`src/rtl/serial_pattern_detector.sv`:
```
`default_nettype none
// +----------------------------------------------------------------------------+
// | Module      : serial_pattern_detector                                      |
// | Description : Serial bit-stream matcher with one-cycle match pulse and     |
// |               saturating match counter.                                    |
// | Revision    : 1.0 - initial release                                        |
// +----------------------------------------------------------------------------+
module serial_pattern_detector #(
  parameter int                 PAT_LEN = 4,
  parameter logic [PAT_LEN-1:0] PATTERN = 4'b1011,
  parameter bit                 OVERLAP = 1'b1,
  parameter int                 CNT_W   = 8
) (
  input  logic             clk,
  input  logic             rst,
  input  logic             d,
  input  logic             en,
  input  logic             clr,
  output logic             det,
  output logic [CNT_W-1:0] det_count,
  output logic             primed
);

  localparam int                FILL_W      = $clog2(PAT_LEN + 1);
  localparam logic [FILL_W-1:0] c_fill_full = FILL_W'(PAT_LEN);
  localparam logic [FILL_W-1:0] c_fill_prim = FILL_W'(PAT_LEN - 1);

  logic [PAT_LEN-1:0] r_shreg;
  logic [FILL_W-1:0]  r_fill;
  logic               r_det;
  logic [CNT_W-1:0]   r_det_count;

  logic [PAT_LEN-1:0] w_nxt;
  logic               w_primed;
  logic               w_match;
  logic               w_cnt_sat;

  assign w_nxt     = {r_shreg[PAT_LEN-2:0], d};
  assign w_primed  = (r_fill >= c_fill_prim);
  // A full history is required so a partially filled register can never match.
  assign w_match   = (w_nxt == PATTERN) && w_primed;
  assign w_cnt_sat = &r_det_count;

  always_ff @(posedge clk or posedge rst) begin
    if (rst) begin
      r_shreg     <= '0;
      r_fill      <= '0;
      r_det       <= 1'b0;
      r_det_count <= '0;
    end else if (clr) begin
      r_shreg     <= '0;
      r_fill      <= '0;
      r_det       <= 1'b0;
      r_det_count <= '0;
    end else if (en) begin
      r_det <= w_match;
      if (w_match && !w_cnt_sat) begin
        r_det_count <= r_det_count + 1'b1;
      end
      if (w_match && !OVERLAP) begin
        r_shreg <= '0;
        r_fill  <= '0;
      end else begin
        r_shreg <= w_nxt;
        if (r_fill != c_fill_full) begin
          r_fill <= r_fill + 1'b1;
        end
      end
    end else begin
      r_det <= 1'b0;
    end
  end

  assign det       = r_det;
  assign det_count = r_det_count;
  assign primed    = w_primed;

endmodule
`default_nettype wire

```
`config.mk`:
```
export PLATFORM = sky130hd
export DESIGN_NAME = serial_pattern_detector
export DESIGN_NICKNAME = d
export VERILOG_FILES = /design/src/rtl/serial_pattern_detector.sv
export SDC_FILE = /design/constraint.sdc
export NUM_CORES = 1
export LEC_CHECK = 0
export ABC_AREA = 0
export CAP_MARGIN = 30
export CORE_MARGIN = 1
export CORE_UTILIZATION = 38
export CTS_CLUSTER_DIAMETER = 100
export DETAILED_ROUTE_END_ITERATION = 10
export PLACE_DENSITY = 0.69
export SKIP_LAST_GASP = 1
export SYNTH_ARGS = -nofsm -noshare
export SYNTH_HDL_FRONTEND = slang
export SYNTH_SLANG_ARGS = --single-unit
```
`constraint.sdc`:
```
create_clock -name clk -period 3.06 [get_ports clk]
set_clock_uncertainty 0.1 [all_clocks]
set_input_delay 0.612 -clock clk [delete_from_list [all_inputs] [get_ports clk]]
set_output_delay 0.612 -clock clk [all_outputs]
set_load 0.02 [all_outputs]
```
==> results of run 1 <==
-- Yosys cell counts (all sizes together), types with 3 or more instances --
cell and n:
dfrtp 15, nor2 8, inv 8, nand3 4, ha 4, a21oi 8, or4 3, o41ai 3
nand2 5, o21ai 4
-- worst max-delay path: stages, from the launching register on --
cell and delay, ns:
dfrtp_1 0.43, ha_1 0.21, ha_1 0.17, a211o_1 0.25
clkdlybuf4s50_1 0.55
-- report_power, final --
part	total, uW	leakage, uW	internal (uW)	switching, uW
registers	207	0.000207	203	4.30
clock network	116	0.0000150	50.8	64.9
logic	36.7	0.000189	16.8	19.9
total	359	0.000411	270	89.1
-- per-stage QoR --
stage | util, % | power (uW) | setup WS [ns] | std cells
final | 50.4 | 359 | 0.451 | 126
after global routing | 50.4 | 379 | 0.355 | 126
after CTS | 50.4 | 366 | 0.424 | 126
after detailed placement | 49.0 | 248 | 0.341 | 122
after global placement | 49.0 | 247 | 0.340 | 122
after floorplan | - | 232 | 0.769 | 83
-- metal layers --
| metal | wire [um] | up-vias |
|---|---|---|
| met1 | 795 | 309 |
| li1 | - | 328 |
| met2 | 700 | 14 |
| met5 | 0 | - |
| met3 | 72 | 2 |
| met4 | 14 | 0 |
-- cell families (layout without fill, tap and decap cells) --
logic type                 after synthesis  in the layout
and+or+nand+nor                         27             27
xor gates and xnor gates                 1              1
adders and majority gates                4              4
buffers and inverters                   12             28
DFF                                     15             15
AOI/OAI and AO/OA                       21             21
muxes                                    3              3
-- worst min-delay path by stage --
stage                                        end  slack, ns  depth (start not counted)
after floorplan           r_shreg[2]$_DFFE_PP0P_       0.39                          2
after global placement    r_shreg[2]$_DFFE_PP0P_       0.41                          2
after detailed placement  r_shreg[2]$_DFFE_PP0P_       0.42                          2
after CTS                 r_shreg[2]$_DFFE_PP0P_       0.44                          2
after global routing      r_shreg[2]$_DFFE_PP0P_       0.45                          2
final                     r_shreg[2]$_DFFE_PP0P_       0.44                          2
-- state kept, by name, indices dropped and copies added (netlist names) --
signal     cells
det_count      8
r_shreg        3
det            1
r_fill         3
-- final cells by class --
cell class | count | share of cell area [%]
inverters | 8 | 3.04
flip-flops and latches | 15 | 38.0
clock buffers | 4 | 2.66
well taps | 27 | 3.42
multi-input cells | 56 | 37.2
repair buffers | 16 | 15.7
==> flow_summary.ini, run 1 <==
[timing]
max_slew.worst_pin.slew_ns = 0.601
rsz0062_at_grt = false
maxSlewHeadroom_pct = 59.8
hold_violations = 0
setup_viol = 0
finalSetupTns_ns = 0
fmax_mhz = 383
hold-worst-slack_ns = 0.437
fin_crit_ns = 2.61
final.period_utilization_pct = 85.3
drv_slew = 0

[floorplan]
die_w_um = 47.6
core_area_mm2 = 0.00196
die_h_um = 47.6
dieArea_mm2 = 0.00227
start_util_pct = 40.3
num_io_pins = 15
placementRows = 16

[synthesis]
synth-edff-count = 0
synthAdderAreaFrac_pct = 6.33
yosysTopAreaCell = dfrtp_1
yosys.area_share.simple_pct = 18.0
synth_top_area_share_pct = 47.5
syn-num-nets = 92
synthDistinctLibCells = 27
netlist_area_um2 = 791
synth_compound_area_share_pct = 17.1
ys_ff_latch = 15
yosysWarnings = 0
synth_top_family_by_area = simple AND/OR/NAND/NOR gates
synthMuxAreaShare_pct = 3.96
synth_seq_area_share_pct = 47.5
syn_area_per_cell_um2 = 9.53
async_flop_share_pct = 100
yosys_most_used_dff = dfrtp_1
synth_area_leaders = dfrtp_1 47%, ha_1 6.3%, a21oi_1 5.1%, inv_1 3.8%, nor2_1 3.8%
synthCells = 83
synth_xor_area_share_pct = 1.11

[route]
avgRoutedWirePerCell_um = 12.6
vias = 653
final_antenna_net_count = 0
first_pass_iters = 4
initialDrtViolationCount = 20
drc = 0
drt-vias-per-instance = 5.18
finalWirelength_mm = 1.58

[clock_tree]
ctsHtreeMaxLevel = 1
cts_made_buffers = 3
postCtsHoldBufs = 0
clockBufferDepth = 2
cts.repair.resized = 0
cts_setup_buffers = 0
clkLatencyLatePin_ns = 0.29
cts_tree = done
path_clk_slew_ns = 0.09
root_buffer = clkbuf_4
clkSinkCount = 15

[global_route]
grt_pass1_wl_mm = 2.52
grtUsageMet1_pct = 22.3
grt_pass1_vias = 565
grt-busiest-layer = met2
grt_max_degree = 17
track_usage_pct = 16.4
antenna_found_initial = 0
use_met3_pct = 5.66
use_met2_pct = 24.1
grt-ovfl-total = 0

[place]
gp_congestion = 0.784
place_hpwl_mm = 1.14
placed_area_um2 = 962
port_buffers = 14

[power]
ir_drop_v = 0.000260
powerDensity_mw_per_mm2 = 363
p_leak_uw = 0.000411

[setup_path]
critPathArrivalTime_ns = 1.90
r2r-end = det_count[5]$_DFFE_PP0P_
r2r_start = r_fill[0]$_DFFE_PP0P_
cp_max_fo = 4
crit_required_ns = 2.35
startpoint = r_fill[0]$_DFFE_PP0P_
reg2reg_slack_ns = 0.71
r2r_cells = 6
crit_end = primed
end_kind = output pin
worstSetupStartpointType = flop
criticalPathCategory = reg -> out

[cells_and_area]
design_area_um2 = 988
final_net_count = 109
layout-drive-gt1-share_pct = 6.06
final_cell_mix = 15 x dfrtp_1, 14 x clkdlybuf4s50_1, 8 x inv_1, 8 x nor2_1, 8 x a21oi_1
diodes = 0
area_growth_pct = 25.0
multi_input_area_um2 = 368
layout_commonest_cell = dfrtp_1
seqCellArea_um2 = 375
fillers = 203

[flow_run]
maxCapViolCount = 0

[outcome]
status = complete, no violations

[worst_hold_path]
min_from = r_shreg[2]$_DFFE_PP0P_
hold_class = reg -> reg
(Power assumes the default switching activity.)
==> inputs of run 2 (changes only) <==
--- a/config.mk
+++ b/config.mk
@@ -11,8 +11,10 @@
 export CORE_UTILIZATION = 38
 export CTS_CLUSTER_DIAMETER = 100
 export DETAILED_ROUTE_END_ITERATION = 10
+export HOLD_SLACK_MARGIN = 0.1
 export PLACE_DENSITY = 0.69
 export SKIP_LAST_GASP = 1
+export SLEW_MARGIN = 20
 export SYNTH_ARGS = -nofsm -noshare
 export SYNTH_HDL_FRONTEND = slang
 export SYNTH_SLANG_ARGS = --single-unit
==> results of run 2 <==
No change in the layout: final DEF, timing and power equal those of run 1.
